### src/rtl/frame_update_sequencer.sv
// Frame update sequencer: turns the frame-rate divider tick into a game-logic
// update handshake followed by a draw handshake. One late frame is queued;
// further late frames are dropped, counted and flagged. Optional handshake
// timeout aborts a stuck frame.
module frame_update_sequencer #(
  parameter int FRAME_CNT_W = 16,
  parameter int TIMEOUT     = 1_000_000,
  parameter int DROP_CNT_W  = 8
) (
  input  logic                   clk,
  input  logic                   rst,
  input  logic                   frame_en,
  output logic                   update_req,
  input  logic                   update_done,
  output logic                   draw_req,
  input  logic                   draw_done,
  output logic                   busy,
  output logic [FRAME_CNT_W-1:0] frame_count,
  output logic [DROP_CNT_W-1:0]  drop_count,
  output logic                   overrun,
  output logic                   timeout_err,
  input  logic                   clear_flags
);

  // Timer only needs to reach TIMEOUT-1; keep at least one bit when disabled.
  localparam int TMR_W = (TIMEOUT > 1) ? $clog2(TIMEOUT) : 1;
  localparam logic [TMR_W-1:0] TMR_LAST = TMR_W'((TIMEOUT > 0) ? TIMEOUT - 1 : 0);

  typedef enum logic [1:0] {
    IDLE   = 2'd0,
    UPDATE = 2'd1,
    DRAW   = 2'd2
  } state_t;

  state_t           state;
  logic             pending;
  logic [TMR_W-1:0] timer;

  logic in_hs;     // in either handshake state
  logic upd_ack;   // update_done accepted this cycle
  logic drw_ack;   // draw_done accepted this cycle
  logic tmr_exp;   // handshake has run out of time with no done
  logic late;      // frame tick arriving while a frame is in flight
  logic drop;      // late tick with the queue slot already taken

  // Event decode: done inputs only count in their own state; a tick that
  // coincides with an accepted draw_done starts the next frame instead of
  // being treated as late.
  always_comb begin
    in_hs   = (state != IDLE);
    upd_ack = (state == UPDATE) && update_done;
    drw_ack = (state == DRAW) && draw_done;
    tmr_exp = (TIMEOUT != 0) && in_hs && (timer == TMR_LAST) && !upd_ack && !drw_ack;
    late    = frame_en && in_hs && !drw_ack;
    drop    = late && pending;
  end

  // Sequencer FSM with registered request/busy outputs, queue slot, timer,
  // frame counter and sticky error reporting.
  always_ff @(posedge clk or posedge rst) begin
    if (rst) begin
      state       <= IDLE;
      pending     <= 1'b0;
      timer       <= '0;
      update_req  <= 1'b0;
      draw_req    <= 1'b0;
      busy        <= 1'b0;
      frame_count <= '0;
      drop_count  <= '0;
      overrun     <= 1'b0;
      timeout_err <= 1'b0;
    end else begin
      // NOTE: non-blocking assignments throughout, so every right-hand side
      // sees the pre-edge value and later assignments in this block simply
      // override the defaults made above them.
      timer <= in_hs ? timer + 1'b1 : '0;

      if (late && !pending) begin
        pending <= 1'b1;
      end

      case (state)
        IDLE: begin
          if (frame_en || pending) begin
            state      <= UPDATE;
            update_req <= 1'b1;
            busy       <= 1'b1;
            pending    <= 1'b0;
            timer      <= '0;
          end
        end

        UPDATE: begin
          if (upd_ack) begin
            state      <= DRAW;
            update_req <= 1'b0;
            draw_req   <= 1'b1;
            timer      <= '0;
          end else if (tmr_exp) begin
            state      <= IDLE;
            update_req <= 1'b0;
            busy       <= 1'b0;
            pending    <= 1'b0;
            timer      <= '0;
          end
        end

        DRAW: begin
          if (drw_ack) begin
            frame_count <= frame_count + 1'b1;
            draw_req    <= 1'b0;
            timer       <= '0;
            if (pending || frame_en) begin
              // Queued frame starts now; a coincident tick refills the slot.
              state      <= UPDATE;
              update_req <= 1'b1;
              pending    <= pending && frame_en;
            end else begin
              state <= IDLE;
              busy  <= 1'b0;
            end
          end else if (tmr_exp) begin
            state    <= IDLE;
            draw_req <= 1'b0;
            busy     <= 1'b0;
            pending  <= 1'b0;
            timer    <= '0;
          end
        end

        default: begin
          state      <= IDLE;
          update_req <= 1'b0;
          draw_req   <= 1'b0;
          busy       <= 1'b0;
          pending    <= 1'b0;
          timer      <= '0;
        end
      endcase

      // Sticky flags: a set event in the same cycle as clear_flags wins.
      overrun     <= (overrun && !clear_flags) || drop;
      timeout_err <= (timeout_err && !clear_flags) || tmr_exp;

      if (drop) begin
        if (clear_flags) begin
          drop_count <= DROP_CNT_W'(1);
        end else if (!(&drop_count)) begin
          drop_count <= drop_count + 1'b1;
        end
      end else if (clear_flags) begin
        drop_count <= '0;
      end
    end
  end

endmodule

### config.mk
export PLATFORM = sky130hd
export DESIGN_NAME = frame_update_sequencer
export DESIGN_NICKNAME = d
export VERILOG_FILES = /design/src/rtl/frame_update_sequencer.sv
export SDC_FILE = /design/constraint.sdc
export NUM_CORES = 1
export LEC_CHECK = 0
export BUFFER_PORTS_ARGS = -buffer_cell sky130_fd_sc_hd__buf_2
export CORE_MARGIN = 4
export CORE_UTILIZATION = 45
export DETAILED_ROUTE_END_ITERATION = 12
export GPL_TIMING_DRIVEN = 1
export PLACE_DENSITY = 0.64
export SLEW_MARGIN = 0
export SYNTH_ARGS = -nofsm -noshare
export SYNTH_HDL_FRONTEND = slang
export SYNTH_SLANG_ARGS = --single-unit
### constraint.sdc
create_clock -name clk -period 2.19 [get_ports clk]
set_input_delay 0.438 -clock clk [delete_from_list [all_inputs] [get_ports clk]]
set_output_delay 0.438 -clock clk [all_outputs]
set_load 0.01 [all_outputs]
* After elaboration in Yosys (flattened, before gate mapping)
Cells that the tools add are included. Widths: inputs -> output; s select.
Storage, ports and cells: logic and storage cells 90, input port bits 6, flip-flop bits (word level) 52
Operators by class: mux-type cells 37, reduce and logical (&&, ||, !) cells 28, $add $sub $neg 3, bitwise gates (word level) 1, eq/ne operators 11
Operators by type and width (count):
- $mux 20 | 5
- $pmux 20 s3 | 1
- $mux 8 | 4
- $add 20x1->20 const B | 1
- $eq 20x20->1 const B | 1
- $mux 1 | 18
- $add 16x1->16 const B | 1
- $logic_and 1x1->1 | 12
- $pmux 1 s3 | 4
- $ne 2x2->1 const B | 5
- $ne 3x3->1 const B | 3
- $add 8x1->8 const B | 1
- $mux 2 | 4
- $reduce_and 8->1 | 1
- $pmux 2 s3 | 1
- $reduce_and 2->1 | 3
- $reduce_and 3->1 | 2
- $logic_not 1->1 | 4
- $reduce_bool 2->1 | 2
- $logic_or 1x1->1 | 3
- $eq 2x1->1 const B | 1
- $eq 2x2->1 const B | 1
- $logic_not 2->1 | 1
- $not 1->1 | 1

* Logic depth before layout (Yosys ltp)
Gate-level depths: netlist (run 1).
depth in word-level cells 9, mapped depth 7

* Least setup slack after synthesis (run 1)
No wires, ideal clock.
path type reg-to-reg, from register timer[0], to register timer[10], clock period less this slack 1786 ps, stages on the path, launching flop included 8, arrival 1667 ps, data required time 2071 ps, path slack 404 ps, setup time 119 ps, path through dfrtp_1 -> ha_1 -> and3_1 -> buf_2 -> nand4b_2 -> o31ai_4 -> buf_6 -> nor2_1
On the way: word-level cells in the longest chain between the ends 7, elaborated cells between the ends (all ways) 11, those cells by class 1 x add/sub; 1 x eq/ne; 6 x mux; 3 x reduce/logical
RTL lines:
- from (decl) | RTL line 37 | logic [TMR_W-1:0] timer;
- from (signal assigned) | RTL line 76 | timer <= in_hs ? timer + 1'b1 : '0;
- branches (longest 6 deep; another with $add 20x1->20)
- $pmux 20 s3 (*) | RTL line 82 | case (state)
Mark *: on every way between the ends. A chain may end at the register's enable or synchronous reset.

* Worst setup path in the final report (run 1)
from register timer[0], to register state[0]
On the way: word-level cells in the longest chain between the ends 7, elaborated cells between the ends (all ways) 8, those cells by class 1 x eq/ne; 4 x mux; 3 x reduce/logical
RTL lines:
- $eq 20x20->1 (*) | RTL line 53 | tmr_exp = (TIMEOUT != 0) && in_hs && (timer == TMR_LAST) && !upd_ack && !drw_ack;
- $logic_and 1x1->1 (*) (3 in series) | RTL line 53
- $mux 2 (*)
- $mux 2 (on tied branches)
- $pmux 2 s3 (*)
- to (signal assigned) | RTL line 62 | state <= IDLE;
- to (signal assigned) | RTL line 85 | state <= UPDATE;
- to (signal assigned) | RTL line 95 | state <= DRAW;
- to (decl) | RTL line 35 | state_t state;
Every way passes the cells marked *; elsewhere a longest branch is shown, timed or not.

==> run summary, run 1 <==
The hold buffer count at cts is 0. Walking the worst path, the cells encountered are ha_1 > and3_1 > nand4b_2 > or3_1 > a31o_2. The largest incremental delay on the critical path came out at approximately 420 ps. The share of flip-flops with an asynchronous set or reset after synthesis is 100%. The highest net fanout along the worst path came out at 6. The number of library cell types mapped by synthesis is 42. The worst path required time is 2390 ps. The mean area per synthesized cell came out at 10.2 µm². The number of clock sinks is 52. The clock latency on the worst-skew pair came out at 310 ps. After synthesis the cells add up to 2580 µm². The post-detailed-placement half-perimeter wirelength is roughly 3600 µm. The total overflow left after global routing is 0.

The die is between 80 and 90 µm wide. In this run the remaining antenna-violating nets after routing total 0. The start-to-end type of the worst setup path is flip-flop to flip-flop. Gates resized during post-CTS repair numbered 0. The worst-case vdd ir drop came out at 570 µV. The cell type with the highest aggregate area in the netlist is sky130_fd_sc_hd__dfrtp_1. The layout-stage area growth over the synthesis result came out at 14.6%.

The number of vias per cell is between 5 and 6. The final worst clock skew is 10.2 ps. The post-synthesis sequential area ratio is about half. The remaining design rule violation count came out at 0. For this run, the number of standard cells in the final layout without fillers is about 360. STA classifies the critical path startpoint as a flip-flop. Setup repair after global routing left no endpoint under its margin. In this run the tool buffered the top-level ports with 34 buffer cells. The count of inserted antenna diode cells is 0. The ratio of total power to cell area came out at between 800 and 900 nW/µm².

The library cell used as clock root buffer is sky130_fd_sc_hd__clkbuf_8. The number of nets produced by synthesis is around 260. The highest clock rate came out at between 500 and 600 MHz. The most utilized layer in the global route result is met2. The placed instance area came out at between 2000 and 3000 µm². The critical path contains buffers and inverters numbering 0 combined. The met1 track demand over resource came out at about a fifth.

The time the final worst path needs with I/O delays and setup is slightly below 2000 ps. During I/O placement, the number of pins put on the boundary was 35. The total negative setup slack is 0 ps.

Summing over every cut layer, the via total after detailed routing is about 2k. In the synthesized netlist the dominant register cell turns out to be sky130_fd_sc_hd__dfrtp_1. The initial antenna violation count came out at 0.

The post-layout net count came out at 300. The height of the chip came out at ~84 µm. The maximum number of pins on one net before global-route repair is 35. The TritonCTS buffer count came out at 5. The critical path endpoint category is a flip-flop. The die area came out at roughly 7000 µm². The number of synthesized flops with an enable pin is 0. In this run, the number of DRC markers left after iteration 0 of detailed routing was 64. The number of rows created at floorplan came out at 27. The core area came out at approximately 5500 µm².

At the pin with the least slew margin, the transition time is between 400 and 500 ps. The initial core utilization came out at between 40% and 50%. The cell count after synthesis is about 250. The setup-violating endpoint count in the final report is 0. The first-pass GRT wire length came out at roughly 8800 µm. The max-cap check violation count is 0. The number of buffers inserted by post-CTS setup repair came out at 0.

The type of the worst min-delay path is input pin to async pin. The total wire length after detailed routing came out at between 5000 and 6000 µm. The global-route usage over all layers came out at roughly 15%. The leakage power is ~1.3 nW. The final critical-path share of the clock period is roughly 89%. In this run, placement finished with an instance count of 356. STA puts the critical path data arrival time at 2140 ps. The slowest stage of the critical path belongs to the cell sky130_fd_sc_hd__or3_1. The top cell family by delay on the critical path is simple AND/OR/NAND/NOR gates. In the final layout, the share of cells above drive strength 1 is 17.5%. The routing usage on met2 is between 20% and 30%. The area of all placed cells without fillers is roughly 3000 µm². Routability-driven placement finished with a final weighted congestion of 0.789. The hold violation total from the final report is 0. By area the synthesized netlist is led by sky130_fd_sc_hd__dfrtp_1 50%, sky130_fd_sc_hd__xnor2_1 7.1%, sky130_fd_sc_hd__nor2_1 3.5%. The via count of the first global-routing pass is around 1.9k. The run finished with clean final reports.

In the final routed layout, each cell accounts on average for approximately 14 µm. The first TritonRoute pass finished after 4 iterations. The relative max-transition margin came out at a little under three quarters. The worst-case reg-to-reg path depth came out at 5. The number of buffers between clock root and the deepest sink is 2. The portion of synthesized cell area occupied by the leading cell type is 50.5%. Clock-pin slew was measured on the worst setup and hold paths at 90 ps. The Yosys step of the flow raised 0 warnings. TritonCTS built the clock tree. The routing usage on met3 is 2.47%.

The worst-case register-to-register setup slack is approximately 250 ps. The max-slew violation count came out at 0. The number of levels the H-tree was split into is 2.

The worst register-to-register path begins at timer[0]. The endpoint of the lowest-slack register-to-register path is state[0]. The register bit count reported by yosys came out at 52.
[report_power, final]
part           switching [mW]  internal [mW]  total (mW)
combinational           0.308          0.240       0.549
clock                   0.314          0.338       0.652
sequential              0.141           1.07        1.21
total                   0.764           1.65        2.41
[worst reg2reg max path: cells and delay by family, from the launching register on]
kind	cells	cell delay (ps)
simple gates	3	980
flops	1	410
compound gates	1	250
fa+ha+maj	1	220
[flip-flops by register name, summed over array words and instances (netlist names)]
name and flops:
frame_count 16, timer 20, busy 1, state 2
overrun 1, draw_req 1, drop_count 8, pending 1
update_req 1, timeout_err 1
[worst max path at each step]
stage / startpoint / end / slack, ps / depth (start not counted)
4_1_cts: timer[0] / state[0] / 250 / 5
2_1_floorplan: timer[0] / timer[10] / 400 / 7
5_1_grt: timer[0] / state[0] / 110 / 5
3_5_place_dp: timer[0] / state[0] / 260 / 5
3_3_place_gp: timer[0] / state[0] / 340 / 5
6_report: timer[0] / state[0] / 250 / 5
[stage by stage]
step / util [%] / worst slack [ps] / power, mW / hold WS [ps]
floorplan: - / 404 / 1.61 / 463
global placement: 51.3 / 336 / 1.78 / 459
detailed placement: 51.3 / 257 / 1.78 / 458
CTS: 53.3 / 247 / 2.45 / 125
global route: 53.3 / 106 / 2.57 / 156
finish: 53.3 / 251 / 2.41 / 110
[layout by cell type, fill, tap and decap left out, types with 2 or more instances in the layout]
cell type and count:
sky130_fd_sc_hd__a211o_1 4, sky130_fd_sc_hd__a21o_1 3, sky130_fd_sc_hd__a21oi_1 11, sky130_fd_sc_hd__and3_1 6, sky130_fd_sc_hd__and4_1 6, sky130_fd_sc_hd__buf_2 34
sky130_fd_sc_hd__buf_4 4, sky130_fd_sc_hd__clkbuf_8 5, sky130_fd_sc_hd__dfrtp_1 52, sky130_fd_sc_hd__ha_1 3, sky130_fd_sc_hd__inv_1 4, sky130_fd_sc_hd__nand2_1 22
sky130_fd_sc_hd__nand3_1 14, sky130_fd_sc_hd__nand3b_1 2, sky130_fd_sc_hd__nand4_1 12, sky130_fd_sc_hd__nand4b_1 2, sky130_fd_sc_hd__nor2_1 24, sky130_fd_sc_hd__nor3_1 6
sky130_fd_sc_hd__nor3b_1 2, sky130_fd_sc_hd__nor4_1 2, sky130_fd_sc_hd__o21ai_0 6, sky130_fd_sc_hd__o22ai_1 2, sky130_fd_sc_hd__o311ai_0 4, sky130_fd_sc_hd__o31ai_1 3
sky130_fd_sc_hd__o41ai_1 4, sky130_fd_sc_hd__or3_1 7, sky130_fd_sc_hd__or4_1 3, sky130_fd_sc_hd__xnor2_1 21, sky130_fd_sc_hd__xor2_1 8
[cells by family after synthesis]
group / count (synthesis) / share of synthesized area, %
compound gates: 44 / 12.5
xor+xnor: 29 / 9.85
fa+ha+maj: 3 / 1.46
buf+inv: 14 / 2.67
flops: 52 / 50.5
simple gates: 111 / 23.0
[synth_stat cells, types with 2 or more instances]
cell type                   n
sky130_fd_sc_hd__a211o_1    4
sky130_fd_sc_hd__a21o_1     3
sky130_fd_sc_hd__a21oi_1   11
sky130_fd_sc_hd__and3_1     6
sky130_fd_sc_hd__and4_1     6
sky130_fd_sc_hd__buf_2      4
sky130_fd_sc_hd__dfrtp_1   52
sky130_fd_sc_hd__ha_1       3
sky130_fd_sc_hd__inv_1      5
sky130_fd_sc_hd__nand2_1   22
sky130_fd_sc_hd__nand3_1   14
sky130_fd_sc_hd__nand3b_1   2
sky130_fd_sc_hd__nand4_1   12
sky130_fd_sc_hd__nand4b_1   2
sky130_fd_sc_hd__nor2_1    24
sky130_fd_sc_hd__nor3_1     6
sky130_fd_sc_hd__nor3b_1    2
sky130_fd_sc_hd__nor4_1     2
sky130_fd_sc_hd__o21ai_0    6
sky130_fd_sc_hd__o22ai_1    2
sky130_fd_sc_hd__o311ai_0   4
sky130_fd_sc_hd__o31ai_1    3
sky130_fd_sc_hd__o41ai_1    4
sky130_fd_sc_hd__or3_1      7
sky130_fd_sc_hd__or4_1      3
sky130_fd_sc_hd__xnor2_1   21
sky130_fd_sc_hd__xor2_1     8
[cell type report]
cell class,count,area (µm²)
Clock buffer,5,68.8
Clock inverter,3,42.5
Fill cell,517,2590
Inverter,6,22.5
Multi-Input combinational cell,187,1210
Sequential cell,52,1300
Tap cell,72,90.1
Timing Repair Buffer,39,220
[metal layers]
| metal | wire length (µm) | vias up | share of wire, % |
|---|---|---|---|
| met5 | 0 | - | 0 |
| met4 | 89 | 0 | 1.7 |
| met3 | 150 | 9 | 2.9 |
| met2 | 2350 | 35 | 46 |
| met1 | 2530 | 978 | 49 |
| li1 | - | 1012 | - |
(Power assumes the default switching activity.)
==> run 2, diff against run 1 <==
==> constraint.sdc (replaced) <==
create_clock -name clk -period 2.15 [get_ports clk]
set_input_delay 0.43 -clock clk [delete_from_list [all_inputs] [get_ports clk]]
set_output_delay 0.43 -clock clk [all_outputs]
set_load 0.1 [all_outputs]
==> run 2 against run 1 <==
Net effect: clock-buffer cell count is 1 higher; register-to-register slack worse by 50 ps; maximum frequency is 0.59% lower; utilization is 0.20 points lower; clock skew is 1.8 ps lower; sequential power hardly changed; wire length is 1.1% higher; first-iteration DRC count is 13% higher; die area stayed put; largest cell class unchanged; sequential cell count stayed put; final area is 0.38% lower.
==> run summary, run 2 (same netlist as run 1, synthesis figures left out) <==
Result of the run: finished, final reports clean (unchanged). The timing startpoint of the critical path was timer[0] (unchanged). Biggest regs: timer: 20 flops, frame_count: 16 flops, drop_count: 8 flops (unchanged). The startpoint type of the worst setup path is a flip-flop (unchanged). The time the final worst path needs with I/O delays and setup came out at 1950 ps (was 1940 ps). The number of buffers inserted by post-CTS setup repair is 0 (unchanged). The post-CTS resize count is 0 (unchanged). The length of the first detailed-routing pass in iterations came out at 4 (unchanged). The number of rows created at floorplan came out at 27 (unchanged). Unrepaired setup endpoints after global routing: no (unchanged).

The count of boundary I/O pins is 35 (unchanged). The layout-stage area growth over the synthesis result was 14.1% (was 14.6%). The max-slew violation count is 0 (unchanged). The start-to-end type of the worst setup path was flip-flop to flip-flop (unchanged). The number of levels the H-tree was split into came out at 2 (unchanged). The clock latency on the worst-skew pair came out at 300 ps (was 310 ps). The critical path's slowest cell is sky130_fd_sc_hd__or3_1 (unchanged). The final critical-path share of the clock period is 90.7% (was 88.5%). The placed instance area came to 2850 µm² (was 2840 µm²).

The number of flip-flops under the largest register name was 20 (unchanged). The post-layout net count came to 301 (was 300). The worst slack after detailed placement is 219 ps (was 257 ps). The total wire length after detailed routing came to 5170 µm (was 5110 µm).

The largest incremental delay on the critical path is 430 ps (was 420 ps). The commonest non-fill, non-tap cell in the layout is sky130_fd_sc_hd__dfrtp_1 (unchanged). The DRC marker count from the first detailed-route iteration is 72 (was 64). The number of buffer cells added on primary ports is 34 (unchanged). The remaining antenna violation count after routing was 0 (unchanged). The data arrival time of the critical path is 2150 ps (was 2140 ps).

The final weighted congestion in routability-driven placement came out at 0.795 (was 0.789). The internal power contribution is 1.60 mW (was 1.65 mW). The startpoint of the worst-slack reg-to-reg timing path is timer[0] (unchanged). The remaining design rule violation count was 0 (unchanged). The number of vias per cell is 5.56 (was 5.59).

The post-detailed-placement half-perimeter wirelength came out at 3730 µm (was 3640 µm). The hold violation total from the final report is 0 (unchanged). The area of all placed cells without fillers is 2940 µm² (was 2950 µm²). The highest net fanout along the worst path is 6 (unchanged). The global-route congestion overflow total came out at 0 (unchanged). The global-route usage over all layers was 15.6% (was 15.2%).

The average wire per cell in the routed design is 14.2 µm (was 14.0 µm). The total number of vias was 2031 (was 2034). The pin slew with the least headroom to its limit came to 498 ps (was 434 ps).

The setup-violating endpoint count in the final report is 0 (unchanged). The worst path required time is 2350 ps (was 2390 ps). The type of the worst min-delay path is input pin to async pin (unchanged).

The number of buffers between clock root and the deepest sink is 2 (unchanged). The number of clock sinks came to 52 (unchanged). The filler cell count in the final layout came out at 525 (was 517). The height of the chip is 83.7 µm (unchanged). The portion of total power attributed to combinational logic is 38.2% (was 22.8%). The library cell used as clock root buffer is sky130_fd_sc_hd__clkbuf_8 (unchanged). The maximum number of pins on one net before global-route repair came to 35 (unchanged). The ratio of total power to cell area was 977 nW/µm² (was 816 nW/µm²). The final worst clock skew came out at 8.41 ps (was 10.2 ps).

The worst-case vdd ir drop is 982 µV (was 570 µV). Top library cells by usage in the layout, fill and taps aside: 52 x sky130_fd_sc_hd__dfrtp_1, 34 x sky130_fd_sc_hd__buf_2, 24 x sky130_fd_sc_hd__nor2_1 (unchanged). The TritonCTS buffer count came to 5 (unchanged).

The critical path endpoint category is a flip-flop (unchanged). The core area came out at 5540 µm² (unchanged). The initial core utilization came to 46.5% (unchanged). The net switching power is 1.27 mW (was 764 µW).

The max-cap check violation count came out at 0 (unchanged). The first-pass GRT wire length came out at 9110 µm (was 8850 µm). The via count of the first global-routing pass came out at 1978 (was 1895).

The share of final-layout standard cells stronger than drive strength 1 was 17.7% (was 17.5%). The switching part of the total came to 44.2% (was 31.7%). The hold buffer count at cts was 0 (unchanged).

The largest register by flop count is timer (unchanged). The final setup slack of the worst path came to 199 ps (was 251 ps). CP Cell Sequence: ha_1 > and3_1 > nand4b_2 > or3_1 > a31o_2 (unchanged). The initial antenna violation count came out at 0 (unchanged). The clock slew seen by the registers of the worst setup and hold paths is 90 ps (about the same). The clock share of power came out at 19.7% (was 27.1%).

The number of placed instances with taps included is 357 (was 356). The count of inserted antenna diode cells is 0 (unchanged). The highest clock rate is 513 MHz (was 516 MHz). The relative max-transition margin is 67.1% (was 71.0%).

The total negative setup slack is 0 ps (unchanged). The sequential fraction of design power is 42.1% (was 50.2%). The horizontal extent of the die is 83.7 µm (unchanged).

The number of standard cells in the final layout excluding fillers came out at 365 (was 364). The TritonCTS clock tree is yes (unchanged). The die area came to 7010 µm² (unchanged).

The leakage power came out at 1.31 nW (about the same).
run 2: final cells by class:
| cell class | count | area (µm²) | share of cell area [%] |
|---|---|---|---|
| multi-input cells | 187 | 1210 | 41.1 |
| flip-flops and latches | 52 | 1300 | 44.2 |
| clock buffers | 6 | 82.6 | 2.81 |
| inverters | 6 | 22.5 | 0.765 |
| well taps | 72 | 90.1 | 3.06 |
| clock inverters | 2 | 10.0 | 0.340 |
| repair buffers | 40 | 228 | 7.74 |
run 2: worst max-delay path, delay by kind of cell (launching register included):
| family | cells | cell delay (ps) |
|---|---|---|
| fa+ha+maj | 1 | 220 |
| simple gates | 3 | 970 |
| compound gates | 1 | 250 |
| flops | 1 | 410 |
run 2: through the flow:
stage / hold slack, ps / power [mW] / util [%]
global route: 146 / 3.04 / 53.1
detailed placement: 453 / 2.33 / 51.4
global placement: 451 / 2.33 / 51.4
floorplan: 463 / 2.13 / -
CTS: 118 / 2.91 / 53.1
finish: 117 / 2.87 / 53.1
run 2: worst paths after layout:
kind                                   end  slack (ps)  cells after the start
setup / recovery                  state[0]         200                      5
hold / removal                   timer[12]         120                      2
setup reg to reg                  state[0]         200                      5
hold reg to reg            frame_count[15]         480                      1
max in group asynchronous    drop_count[1]        1520                      3
min in group clk                  state[1]         380                      3
run 2: power groups by stage:
| stage | registers (mW) | clock network [mW] | logic (mW) |
|---|---|---|---|
| final | 1.21 | 0.566 | 1.10 |
| after floorplan | 1.72 | 0 | 0.413 |
| after global routing | 1.23 | 0.636 | 1.18 |
| after global placement | 1.23 | 0 | 1.10 |
| after CTS | 1.21 | 0.591 | 1.10 |
| after detailed placement | 1.23 | 0 | 1.10 |
run 2: metal layers:
| layer | wire length [µm] | share of wire, % | up-vias | global-route usage, % |
|---|---|---|---|---|
| met4 | 40 | 0.77 | 0 | 4.39 |
| met5 | 0 | 0 | - | 0 |
| met2 | 2380 | 46 | 35 | 24.6 |
| li1 | - | - | 1005 | - |
| met3 | 193 | 3.7 | 5 | 3.95 |
| met1 | 2560 | 49 | 986 | 21.4 |
==> run 3, diff against run 2 <==
--- a/config.mk
+++ b/config.mk
@@ -11,6 +11,7 @@
 export DETAILED_ROUTE_END_ITERATION = 12
 export GPL_TIMING_DRIVEN = 1
 export PLACE_DENSITY = 0.64
+export REMOVE_ABC_BUFFERS = 1
 export SLEW_MARGIN = 0
 export SYNTH_ARGS = -nofsm -noshare
 export SYNTH_HDL_FRONTEND = slang
==> run 3 against run 2 <==
Net effect: first-iteration DRC count down 2.8%; wire length shrank 2.2%; clock power is 28% higher; largest cell class unchanged.
==> run summary, run 3 (same netlist as run 1, synthesis figures left out) <==
The largest incremental delay on the critical path came out at 430 ps (about the same). The total wire length after detailed routing is 5060 µm (was 5170 µm). The post-CTS resize count is 0 (unchanged). Unrepaired setup endpoints after global routing: no (unchanged). The share of final-layout standard cells stronger than drive strength 1 came out at 17.5% (was 17.7%). Top library cells by usage in the layout, fill and taps aside: 52 x sky130_fd_sc_hd__dfrtp_1, 34 x sky130_fd_sc_hd__buf_2, 24 x sky130_fd_sc_hd__nor2_1 (unchanged). The data arrival time of the critical path is 2140 ps (was 2150 ps). The total number of vias is 2028 (was 2031). The number of buffer cells added on primary ports is 34 (unchanged). The clock slew seen by the registers of the worst setup and hold paths is 90 ps (about the same). The height of the chip came to 83.7 µm (unchanged). The highest clock rate is 514 MHz (was 513 MHz). The hold violation total from the final report is 0 (unchanged). Result of the run: finished, final reports clean (unchanged). The core area is 5540 µm² (unchanged). The library cell used as clock root buffer was sky130_fd_sc_hd__clkbuf_8 (unchanged). The horizontal extent of the die is 83.7 µm (unchanged). The maximum number of pins on one net before global-route repair is 31 (was 35).

The startpoint type of the worst setup path is a flip-flop (unchanged). The number of levels the H-tree was split into came out at 2 (unchanged). The average wire per cell in the routed design is 13.9 µm (was 14.2 µm). The number of clock sinks came to 52 (unchanged). The max-cap check violation count is 0 (unchanged). The TritonCTS buffer count came out at 5 (unchanged). The critical path endpoint category is a flip-flop (unchanged). The setup-violating endpoint count in the final report was 0 (unchanged).

The start-to-end type of the worst setup path was flip-flop to flip-flop (unchanged). The die area came out at 7010 µm² (unchanged). The commonest non-fill, non-tap cell in the layout is sky130_fd_sc_hd__dfrtp_1 (unchanged). The type of the worst min-delay path is input pin to async pin (unchanged). The post-detailed-placement half-perimeter wirelength is 3660 µm (was 3730 µm). The number of rows created at floorplan came out at 27 (unchanged). The area of all placed cells without fillers came to 2970 µm² (was 2940 µm²). The core utilization of the finished layout came out at 53.6% (was 53.1%).

The number of buffers inserted by post-CTS setup repair came out at 0 (unchanged). The remaining antenna violation count after routing was 0 (unchanged). The post-layout net count came out at 300 (was 301). The initial core utilization was 46.5% (unchanged). The first-pass GRT wire length is 8930 µm (was 9110 µm).

The initial antenna violation count came to 0 (unchanged). The TritonCTS clock tree is yes (unchanged). The worst-case vdd ir drop is 1020 µV (was 982 µV).

The filler cell count in the final layout came out at 521 (was 525). The via count of the first global-routing pass is 1945 (was 1978). The total negative setup slack came out at 0 ps (unchanged).

The placed instance area is 2840 µm² (was 2850 µm²). The remaining design rule violation count came out at 0 (unchanged). Biggest regs: timer: 20 flops, frame_count: 16 flops, drop_count: 8 flops (unchanged). The number of vias per cell came to 5.57 (was 5.56). The DRC marker count from the first detailed-route iteration is 70 (was 72). The number of flip-flops under the largest register name is 20 (unchanged). The global-route usage over all layers is 15.4% (was 15.6%). The leakage power came out at 1.32 nW (was 1.31 nW). The worst path required time came out at 2350 ps (about the same). The layout-stage area growth over the synthesis result is 15.1% (was 14.1%).

The length of the first detailed-routing pass in iterations came out at 4 (unchanged). The final worst clock skew came out at 6.92 ps (was 8.41 ps). The final critical-path share of the clock period came out at 90.4% (was 90.7%).

The ratio of total power to cell area was 1020 nW/µm² (was 977 nW/µm²). The count of boundary I/O pins came to 35 (unchanged). The clock latency on the worst-skew pair was 300 ps (about the same). The highest net fanout along the worst path is 6 (unchanged). The relative max-transition margin is 65.9% (was 67.1%).

The hold buffer count at cts is 0 (unchanged). CP Cell Sequence: ha_1 > and3_1 > nand4b_2 > or3_1 > a31o_2 (unchanged). The critical path's slowest cell was sky130_fd_sc_hd__or3_1 (unchanged). The final weighted congestion in routability-driven placement is 0.814 (was 0.795). The worst hold margin is 141 ps (was 117 ps).

The largest register by flop count is timer (unchanged). The max-slew violation count is 0 (unchanged). The number of buffers between clock root and the deepest sink came out at 2 (unchanged). The pin slew with the least headroom to its limit came out at 510 ps (was 498 ps). The global-route congestion overflow total came out at 0 (unchanged). The time the final worst path needs with I/O delays and setup is 1940 ps (was 1950 ps). The count of inserted antenna diode cells is 0 (unchanged).
-- run 3: final timing paths --
kind | start | endpoint | slack [ps] | cells past startpoint
setup / recovery | timer[0] | state[0] | 210 | 5
hold / removal | rst | frame_count[15] | 140 | 2
setup reg to reg | timer[0] | state[0] | 210 | 5
hold reg to reg | frame_count[15] | frame_count[15] | 480 | 1
max in group asynchronous | rst | timer[6] | 1480 | 3
min in group clk | update_done | state[1] | 380 | 3
-- run 3: worst max-delay path: cells and delay by family, from the launching register on --
family | cells | cell delay, ps
fa+ha+maj | 1 | 230
compound gates | 1 | 250
simple gates | 3 | 970
flops | 1 | 400
-- run 3: report_power, final --
part,switching (mW),internal [mW],leakage [nW]
clock network,0.315,0.411,0.0645
logic,0.833,0.245,0.550
registers,0.121,1.09,0.705
total,1.27,1.74,1.32
-- run 3: metal layers --
metal	track usage (%)	share of wire, %	vias up	wire length, µm
met3	2.76	2.7	7	138
met2	24.0	47	29	2390
met4	6.29	1.7	0	85
met1	21.2	48	992	2440
li1	-	-	1000	-
met5	0	0	-	0
-- run 3: metrics by stage --
| step | setup WS, ps | std cells | power (mW) |
|---|---|---|---|
| finish | 206 | 364 | 3.01 |
| global placement | 301 | 356 | 2.31 |
| global route | 59.1 | 364 | 3.18 |
| detailed placement | 225 | 356 | 2.31 |
| CTS | 205 | 364 | 3.04 |
| floorplan | 31.9 | 245 | 2.09 |
-- run 3: area by class of cell --
cell class / instances / area [µm²] / area share (%)
clock buffer: 7 / 96.3 / 3.24
clock inverter: 1 / 30.0 / 1.01
inverter: 6 / 22.5 / 0.759
multi-input combinational: 187 / 1210 / 40.7
sequential: 52 / 1300 / 43.8
tap: 72 / 90.1 / 3.03
timing repair buffer: 39 / 220 / 7.42
